--- src/rtl/clip_player.sv ---
// Sample-paced clip player: fetches 6-bit samples from an audio ROM and pushes them to the
// audio controller at one sample per CLKS_PER_SAMPLE clocks. Define CLIP_PLAYER_LOOP_EN to honour loop.
module clip_player #(
  parameter int unsigned CLKS_PER_SAMPLE = 1200,
  parameter int unsigned ROM_LAT         = 2
) (
  input  logic        CLOCK_50,
  input  logic        resetn,
  input  logic        start,
  input  logic [1:0]  clip_sel,
  input  logic        stop,
  input  logic        loop,
  input  logic [5:0]  rom_q,
  input  logic        audio_out_allowed,
  output logic [17:0] rom_addr,
  output logic [31:0] sample_out,
  output logic        write_audio_out,
  output logic        busy,
  output logic        done,
  output logic        underrun
);

  localparam logic [17:0] WinStart    = 18'd0;
  localparam logic [17:0] WinEnd      = 18'd16395;
  localparam logic [17:0] MooStart    = 18'd16396;
  localparam logic [17:0] MooEnd      = 18'd66982;
  localparam logic [17:0] DetectStart = 18'd66983;
  localparam logic [17:0] DetectEnd   = 18'd83254;
  localparam logic [17:0] CheerStart  = 18'd83255;
  localparam logic [17:0] CheerEnd    = 18'd137138;

  localparam int unsigned CntW = (CLKS_PER_SAMPLE > 1) ? $clog2(CLKS_PER_SAMPLE) : 1;
  localparam int unsigned LatW = (ROM_LAT > 1) ? $clog2(ROM_LAT) : 1;
  localparam logic [CntW-1:0] CntMax = CntW'(CLKS_PER_SAMPLE - 1);
  localparam logic [LatW-1:0] LatMax = LatW'(ROM_LAT - 1);

  typedef enum logic [2:0] {StIdle, StFetch, StWaitSlot, StPush, StPace} state_e;

  state_e          state;
  logic [1:0]      clip;
  logic [CntW-1:0] tick_cnt;
  logic [LatW-1:0] lat_cnt;
  logic [5:0]      sample_q;
  logic            tick;
  logic            at_end;
  logic            loop_en;
  logic [17:0]     cur_start;
  logic [17:0]     cur_end;

  function automatic logic [17:0] clip_start(input logic [1:0] sel);
    unique case (sel)
      2'd0:    return WinStart;
      2'd1:    return MooStart;
      2'd2:    return DetectStart;
      default: return CheerStart;
    endcase
  endfunction

  function automatic logic [17:0] clip_end(input logic [1:0] sel);
    unique case (sel)
      2'd0:    return WinEnd;
      2'd1:    return MooEnd;
      2'd2:    return DetectEnd;
      default: return CheerEnd;
    endcase
  endfunction

`ifdef CLIP_PLAYER_LOOP_EN
  assign loop_en = loop;
`else
  logic unused_loop;
  assign unused_loop = loop;
  assign loop_en     = 1'b0;
`endif

  assign cur_start  = clip_start(clip);
  assign cur_end    = clip_end(clip);
  assign at_end     = (rom_addr >= cur_end);
  assign tick       = (state != StIdle) && (tick_cnt == CntMax);
  assign sample_out = {sample_q, 26'b0};

  always_ff @(posedge CLOCK_50) begin
    if (!resetn) begin
      state           <= StIdle;
      clip            <= 2'd0;
      tick_cnt        <= '0;
      lat_cnt         <= '0;
      sample_q        <= 6'd0;
      rom_addr        <= 18'd0;
      write_audio_out <= 1'b0;
      busy            <= 1'b0;
      done            <= 1'b0;
      underrun        <= 1'b0;
    end else begin
      done            <= 1'b0;
      underrun        <= 1'b0;
      write_audio_out <= 1'b0;
      if (state != StIdle) tick_cnt <= tick ? '0 : tick_cnt + 1'b1;

      if (stop) begin
        state    <= StIdle;
        busy     <= 1'b0;
        tick_cnt <= '0;
      end else if (start) begin
        clip     <= clip_sel;
        rom_addr <= clip_start(clip_sel);
        tick_cnt <= '0;
        lat_cnt  <= '0;
        state    <= StFetch;
        busy     <= 1'b1;
      end else if (tick) begin
        // The sample period is fixed by the tick; an unfinished fetch/handshake is dropped.
        if (state == StFetch || state == StWaitSlot) underrun <= 1'b1;
        if (!at_end) begin
          rom_addr <= rom_addr + 18'd1;
          lat_cnt  <= '0;
          state    <= StFetch;
        end else if (loop_en) begin
          rom_addr <= cur_start;
          lat_cnt  <= '0;
          state    <= StFetch;
        end else begin
          done  <= 1'b1;
          busy  <= 1'b0;
          state <= StIdle;
        end
      end else begin
        case (state)
          StFetch: begin
            if (lat_cnt == LatMax) begin
              sample_q <= rom_q;
              state    <= StWaitSlot;
            end else begin
              lat_cnt <= lat_cnt + 1'b1;
            end
          end
          StWaitSlot: begin
            if (audio_out_allowed) begin
              write_audio_out <= 1'b1;
              state           <= StPush;
            end
          end
          StPush:  state <= StPace;
          default: ;
        endcase
      end
    end
  end

endmodule

--- config.mk ---
export PLATFORM = sky130hd
export DESIGN_NAME = clip_player
export DESIGN_NICKNAME = d
export VERILOG_FILES = /design/src/rtl/clip_player.sv
export SDC_FILE = /design/constraint.sdc
export NUM_CORES = 1
export LEC_CHECK = 0
export ABC_AREA = 1
export CAP_MARGIN = 30
export CELL_PAD_IN_SITES_DETAIL_PLACEMENT = 1
export CELL_PAD_IN_SITES_GLOBAL_PLACEMENT = 1
export CORE_ASPECT_RATIO = 0.6
export CORE_MARGIN = 10
export CORE_UTILIZATION = 35
export DETAILED_ROUTE_END_ITERATION = 10
export GPL_ROUTABILITY_DRIVEN = 1
export PLACE_DENSITY = 0.81
export SETUP_SLACK_MARGIN = 0.1
export SYNTH_ARGS = -nofsm -noshare
export SYNTH_HDL_FRONTEND = slang
export SYNTH_SLANG_ARGS = --single-unit
--- constraint.sdc ---
create_clock -name CLOCK_50 -period 2.8 [get_ports CLOCK_50]
set_input_delay 0.42 -clock CLOCK_50 [delete_from_list [all_inputs] [get_ports CLOCK_50]]
set_output_delay 0.42 -clock CLOCK_50 [all_outputs]
set_load 0.01 [all_outputs]
# After elaboration in Yosys (flattened, before gate mapping)
# Cells that the tools add are included.
word_totals:
  word_cells: 78
  input_bits: 14
  register_bits: 45
  out_inout_bits: 54
classes:
  add_sub_neg: 3
  mux: 23
  eq_ne: 14
  bitwise: 5
  order_cmp: 1
  n_reduce_logical: 21
op_table:
  columns: ["cell", "n"]
  rows:
  - ["$mux W18", 3]
  - ["$pmux W18 S3", 1]
  - ["$pmux W17 S3", 1]
  - ["$add A18 B1 Y18 const B", 1]
  - ["$ge A18 B18 Y1", 1]
  - ["$mux W1", 13]
  - ["$reduce_and A3 Y1", 4]
  - ["$add A11 B1 Y11 const B", 1]
  - ["$eq A11 B11 Y1 const B", 1]
  - ["$mux W11", 1]
  - ["$mux W3", 3]
  - ["$ne A3 B3 Y1 const B", 3]
  - ["$pmux W3 S3", 1]
  - ["$ne A4 B4 Y1 const B", 2]
  - ["$eq A3 B2 Y1 const B", 2]
  - ["$reduce_bool A3 Y1", 2]
  - ["$not A1 Y1", 5]
  - ["$reduce_and A5 Y1", 1]
  - ["$reduce_bool A5 Y1", 1]
  - ["$reduce_or A5 Y1", 1]
  - ["$eq A2 B1 Y1 const B", 2]
  - ["$eq A2 B2 Y1 const B", 2]
  - ["$logic_not A2 Y1", 2]
  - ["$reduce_and A2 Y1", 2]
  - ["10 further kinds", 11]

# Logic depth before layout (Yosys ltp)
# Gate-level depths: netlist of the first run.
depth:
  ltp_word: 6
  depth_mapped: 17
  ltp_nobuf: 17

# Least setup slack after synthesis of the first run
# Ideal clock, no wire load.
synth_path:
  path_kind: "reg2reg"
  start: "reg clip[1]"
  end: "reg rom_addr[0]"
  path_stages_with_launch: 16
  arrival_ps: 1961
  setup_slack_ps: 724
  synth_period_minus_slack_ps: 2076
  path_buffers: 2
  t_required_ps: 2685
  cell_sequence: "dfxtp_1 inv_1 ha_1 o21ai_0 ha_1 nand2_1 nor2_1 nand2_1 nor2_1 nor2_1 nand2_1 nand2_1 buf_4 buf_6 a21oi_1 nor2_1"
synth_via:
  elab_chain_len: 5
  elab_cells_between_ends: 7
  classes_between: "order compare (1); eq/ne (3); mux (1); reduce/logical (2)"
synth_lines:
  columns: ["item", "line", "text"]
  rows:
  - ["start, declared", "40", "logic [1:0] clip;"]
  - ["start signal, assigned", "105", "clip <= clip_sel;"]
  - ["$eq A2 B2 Y1 (tied with other cells)", "60", "unique case (sel)"]
  - ["$pmux W18 S3 (*)", "60", null]
  - ["$ge A18 B18 Y1 (*)", "78", "assign at_end = (rom_addr >= cur_end);"]
  - ["$ne A2 B2 Y1 (no line) (*)", null, null]
  - ["$reduce_and A3 Y1 (no line) (*)", null, null]
  - ["end signal, assigned", "106", "rom_addr <= clip_start(clip_sel);"]
  - ["end signal, assigned", "115", "rom_addr <= rom_addr + 18'd1;"]
  - ["end signal, assigned", "119", "rom_addr <= cur_start;"]
  - ["end, declared", "15", "output logic [17:0] rom_addr,"]
# Mark *: on every way between the ends. The rest lies on a longest branch, timed or not.
# A chain may end at the register's enable or synchronous reset.

# Worst setup path in the final report of the first run
layout_path:
  start: "reg clip[0]"
  end: "reg rom_addr[0]"
# The elaborated chain is that of the path after synthesis.

==> results_dict.tcl, run 1 <==
set metrics [dict create \
    outcome "completed" \
    first_iter_violations 169 \
    vias 3137 \
    fin_nets 550 \
    slew_headroom 0.548 \
    grt_first_pass_wirelength_um 16300 \
    via_per_inst 4.99 \
    synth_xor_area_frac 0.0115 \
    finalSetupTns_ps 0 \
    peakVddDrop_uv 244 \
    cp_top_family "simple AND/OR/NAND/NOR gates" \
    yosys.area.top_type "dfxtp_1" \
    synth_mux_area_frac 0 \
    rows 26 \
    cts_sinks 45 \
    synth_top_area_share 0.297 \
    drc 0 \
    synth_cell_types 30 \
    cp-start-kind "register" \
    cts_tree "yes" \
    cp_slowest_stage_delay_ps 380 \
    drtAntennaViolNets 0 \
    antenna_cells 0 \
    synth_fa_ha_area_frac 0.0783 \
    gp_congestion 0.928 \
    yosysSeqAreaShare 0.297 \
    power.density_nw_per_um2 439 \
    tightest_slew_ps 672 \
    crit_path_top_delay_cell "dfxtp_1" \
    synth_warnings 0 \
    path_class "register to register" \
    cp_common_cell "nor2_1" \
    yosys.area_share.simple 0.341 \
    hold_violations 0 \
    overflow 0 \
    clock_latency_ps 290 \
    cts_max_level 2 \
    chipWidth_um 140 \
    post-route-util 0.428 \
    synth_seq_cells 45 \
    dp_hpwl_um 8040 \
    rr_worst_depth 14 \
    worst-path-stages 14 \
    crit_chain "inv_1 -> ha_2 -> inv_1 -> ha_1 -> nand2_1 -> nor2_1 -> nand2_1 -> nor2_1 -> nor2_1 -> nand2_1 -> nand2_2 -> buf_4 -> a21oi_1 -> nor2_1" \
    clock.fmax_mhz 391 \
    ys_dominant_reg_cell "dfxtp_1" \
    worst_hold_path_type "register to register" \
    synth_edf_count 0 \
    setup_viol 0 \
    io_buffers 40 \
    maxSlewViolCount 0 \
    syn_area_um2 3040 \
    drt_first_pass_iters 5 \
    core_area_um2 8490 \
    initial_core_util 0.358 \
    synth_top_family_by_area "simple AND/OR/NAND/NOR gates" \
    synth_compound_area_frac 0.112 \
    area_growth_pct 19.7 \
    ios 68 \
    crit_fanout 11 \
    clock_skew_ps 8.72 \
    finalWirelength_um 10100 \
    clk_pin_slew_worst_paths_ps 70 \
    antenna_found_initial 0 \
    fin_total_pwr_mw 1.59 \
    placed_cells 621 \
    period_share 0.913 \
    final_cells 629 \
    drive_gt1_frac 0.0484 \
    rsz0062_at_grt "false" \
    die_y_um 92.2 \
    arrival_ps 2740 \
    grt_pass1_vias 3147 \
    grt_max_degree 19 \
    cts_root_buf "clkbuf_16" \
    numCtsBuffers 5 \
    cp-end-kind "register" \
    holdPathStages 2 \
    track_usage 0.152 \
    leakagePower_nw 1.50 \
    path_buf_inv 3 \
    cts_buffer_depth 2 \
    synthCells 472 \
    min_period_ps 2560 \
    syn_avg_cell_area_um2 6.44 \
    die_area_um2 12900 \
    synth.area.top_cells "dfxtp_1 (30%), nand2_1 (13%), nor2_1 (8.8%), ha_1 (7.8%), inv_1 (7.0%)" \
    required_ps 2990 \
    ys_async_sr_fraction 0 \
    ctsHoldBuffers 0 \
    wl_per_cell_um 16.0 \
    drv_cap 0 \
]
[layout by cell type (no fill, tap or decap), drive strengths merged, types with 4 or more instances in the layout]
master | netlist | final
nor2 | 71 | 71
o21ai | 15 | 15
conb | 1 | 26
inv | 60 | 60
a31oi | 5 | 5
nand3 | 39 | 39
ha | 19 | 19
clkbuf | 4 | 5
clkdlybuf4s50 | 0 | 40
xor2 | 4 | 4
nand4 | 7 | 7
a21oi | 36 | 36
dfxtp | 45 | 45
buf | 31 | 7
nand2 | 105 | 106
nor3 | 18 | 18
[sequential cells by signal, summed over array words and instances (netlist names)]
signal / cells
clip: 2
sample_q: 6
busy: 1
state: 3
lat_cnt: 1
write_audio_out: 1
done: 1
tick_cnt: 11
underrun: 1
rom_addr: 18
[synth_stat cells (3+ instances only)]
cell type	count
a21oi_1	35
a31oi_1	5
buf_4	27
buf_6	3
clkbuf_1	4
dfxtp_1	45
ha_1	19
inv_1	57
inv_2	3
nand2_1	104
nand3_1	39
nand4_1	7
nor2_1	71
nor3_1	16
o21ai_0	15
xor2_1	4
[worst min-delay path, stage by stage, from the launching register on]
cell and delay, ps:
dfxtp_1 310, nand2_1 60, a21oi_1 50
[final timing paths]
check                   start     endpoint  slack [ps]
setup / recovery      clip[0]  rom_addr[0]         240
hold / removal    sample_q[1]  sample_q[1]         460
setup reg to reg      clip[0]  rom_addr[0]         240
hold reg to reg   sample_q[1]  sample_q[1]         460
[where the power goes]
part	internal, mW	total (mW)	switching (mW)	leakage (nW)
registers	0.658	0.686	0.0278	0.365
logic	0.121	0.326	0.204	1.07
clock network	0.327	0.583	0.256	0.0659
total	1.11	1.59	0.488	1.50
[layer usage]
metal  up-vias  wire length (um)  track usage  share of wire
li1       1565                 -            -              -
met4         0               100       0.0308         0.0099
met5         -                 0            0              0
met2       104              4050        0.223           0.40
met1      1459              5020        0.213           0.50
met3         9               911       0.0427          0.090
[cell families (layout without fill, tap and decap cells)]
kind of cell,count (synthesis),in the layout
xor+xnor,4,4
buf+inv,95,114
flops,45,45
simple gates,245,246
other cells,1,26
compound gates,63,63
fa+ha+maj,19,19
[what timing repair did]
action | 4_1_cts | 5_1_grt
resized for setup | 0 | 5
setup endpoints to repair | 0 | 16
endpoints found under the hold margin | 0 | 0
buffers inserted | 0 | 0
[final cells by class]
cell class                      instances  area [um^2]
Clock buffer                            5          125
Multi-Input combinational cell        358         1780
Sequential cell                        45          901
Tap cell                              112          140
Inverter                               60          225
Timing Repair Buffer                   47          453
Fill cell                            1131         4850
Clock inverter                          2         16.3
[per-stage QoR]
step,cell area [um^2],hold slack (ps),worst slack [ps]
6_report,3640,464,244
5_1_grt,3640,482,105
4_1_cts,3610,469,132
3_5_place_dp,3470,461,193
3_3_place_gp,3470,447,329
2_1_floorplan,3130,453,724
(Power assumes the default switching activity.)
==> run 2, diff against run 1 <==
- CORE_UTILIZATION: 35 -> 36
- CTS_BUF_LIST: default -> sky130_fd_sc_hd__clkbuf_4
- PLACE_DENSITY: 0.81 -> 0.83
==> run 2 against run 1 <==
- register-to-register slack improved by 80 ps
- sequential power about the same
- sequential share of layout area is 0.72 points higher
- critical path type unchanged
- design area decreased by 2.5%
- maximum frequency rose by 3.2%
- total power is 17% lower
- critical path depth unchanged
- wire length about the same
- highest routed layer unchanged
- combinational power down 1%
==> results_dict.tcl, run 2 (same netlist as run 1, synthesis figures left out) <==
set metrics [dict create \
    outcome "completed" \
    cts_sinks 45 \
    overflow 0 \
    grt_first_pass_wirelength_um 16700 \
    chipWidth_um 139 \
    numCtsBuffers 5 \
    peakVddDrop_uv 253 \
    initial_core_util 0.378 \
    crit_fanout 19 \
    crit_chain "inv_1 -> ha_2 -> inv_1 -> ha_1 -> nand2_1 -> o21a_1 -> nand2_1 -> nor2_1 -> nand2_1 -> nand2_2 -> buf_8 -> nand3_1 -> nor2_1 -> nor2_1" \
    required_ps 3090 \
    drc 0 \
    grt_pass1_vias 3220 \
    drive_gt1_frac 0.0502 \
    tightest_slew_ps 748 \
    core_area_um2 8040 \
    drtAntennaViolNets 0 \
    biggestRegsByFlops "rom_addr: 18 flops, tick_cnt: 11 flops, sample_q: 6 flops" \
    largest_reg_flops 18 \
    fin_nets 550 \
    cts_buffer_depth 2 \
    clock.fmax_mhz 404 \
    cts_root_buf "clkbuf_4" \
    ios 68 \
    maxSlewViolCount 0 \
    clock_latency_ps 380 \
    io_buffers 40 \
    power.density_nw_per_um2 373 \
    rows 25 \
    seq_area_um2 903 \
    setup_viol 0 \
    leakagePower_nw 1.47 \
    antenna_cells 0 \
    mostFrequentLayoutCell "nand2_1" \
    area_growth_pct 16.6 \
    vias 3116 \
    min_period_ps 2480 \
    clk_pin_slew_worst_paths_ps 140 \
    top_register "rom_addr" \
    worst_hold_path_type "register to register" \
    drt_first_pass_iters 4 \
    via_per_inst 4.98 \
    cp-end-kind "register" \
    track_usage 0.158 \
    fillCellCount 1074 \
    clock_skew_ps 6.71 \
    slew_headroom 0.497 \
    hold_ws_ps 478 \
    hold_violations 0 \
    cp-start-kind "register" \
    finalWirelength_um 10100 \
    first_iter_violations 165 \
    die_area_um2 12600 \
    grt_max_degree 20 \
    crit_path_top_delay_cell "dfxtp_2" \
    finalSetupTns_ps 0 \
    wl_per_cell_um 16.1 \
    antenna_found_initial 0 \
    die_y_um 91.2 \
    regToRegSetupSlack_ps 320 \
    final_cell_mix "nand2_1 (103), nor2_1 (70), inv_1 (57)" \
    cp_slowest_stage_delay_ps 370 \
    arrival_ps 2770 \
    cts_tree "yes" \
    rsz0062_at_grt "false" \
    dp_hpwl_um 8240 \
    path_class "register to register" \
    period_share 0.885 \
    drv_cap 0 \
    gp_congestion 0.886 \
    cts_max_level 2 \
    multi_input_area_um2 1760 \
]
## run 2: cell types whose count changed in the layout (fill, tap and decap cells not counted), sizes merged
| cell | before | now |
|---|---|---|
| clkinvlp | 1 | 0 |
| clkinv | 1 | 3 |
| nand2 | 106 | 105 |
| buf | 7 | 8 |
## run 2: final timing paths
path                                   from            to  cells past startpoint
worst max-delay path                clip[1]  rom_addr[16]                     14
worst min-delay path            sample_q[3]   sample_q[3]                      2
worst max register to register      clip[1]  rom_addr[16]                     14
worst min register to register  sample_q[3]   sample_q[3]                      2
## run 2: power breakdown
| part | internal (mW) | total (mW) | switching [mW] |
|---|---|---|---|
| registers | 0.659 | 0.684 | 0.0249 |
| clock network | 0.0912 | 0.316 | 0.225 |
| logic | 0.123 | 0.322 | 0.198 |
## run 2: what timing repair did
item                       in CTS  in global routing
gates resized for setup         0                  9
hold buffers                    0                  0
setup endpoints to repair       0                 19
hold endpoints to repair        0                  0
buffers inserted                0                  0
## run 2: routing by layer
metal	share of wire	global-route usage	wire length (um)	vias up
li1	-	-	-	1567
met1	0.47	0.209	4780	1452
met2	0.43	0.245	4320	87
met3	0.090	0.0515	908	10
met4	0.0072	0.0350	73	0
met5	0	0	0	-
## run 2: area by class of cell
cell class,instances,share of cell area
sequential,45,0.255
tap,108,0.0381
clock inverter,3,0.00353
inverter,60,0.0636
clock buffer,5,0.0106
multi-input combinational,357,0.497
timing repair buffer,48,0.132
## run 2: worst max-delay path: cells and delay by family, from the launching register on
kind / cells / cell delay (ps)
flip-flops: 1 / 370
AND/OR/NAND/NOR: 8 / 850
AO/OA/AOI/OAI: 1 / 140
buffers and inverters: 3 / 360
adder cells (fa/ha/maj): 2 / 640
## run 2: metrics by stage
stage / cells / util / area, um^2 / power, mW / setup slack (ps)
floorplan: 497 / - / 3130 / 0.913 / 724
global placement: 618 / 0.432 / 3470 / 0.989 / 331
detailed placement: 618 / 0.432 / 3470 / 1.01 / 213
CTS: 626 / 0.438 / 3520 / 1.32 / 162
global route: 626 / 0.441 / 3540 / 1.40 / 75.8
finish: 626 / 0.441 / 3540 / 1.32 / 323
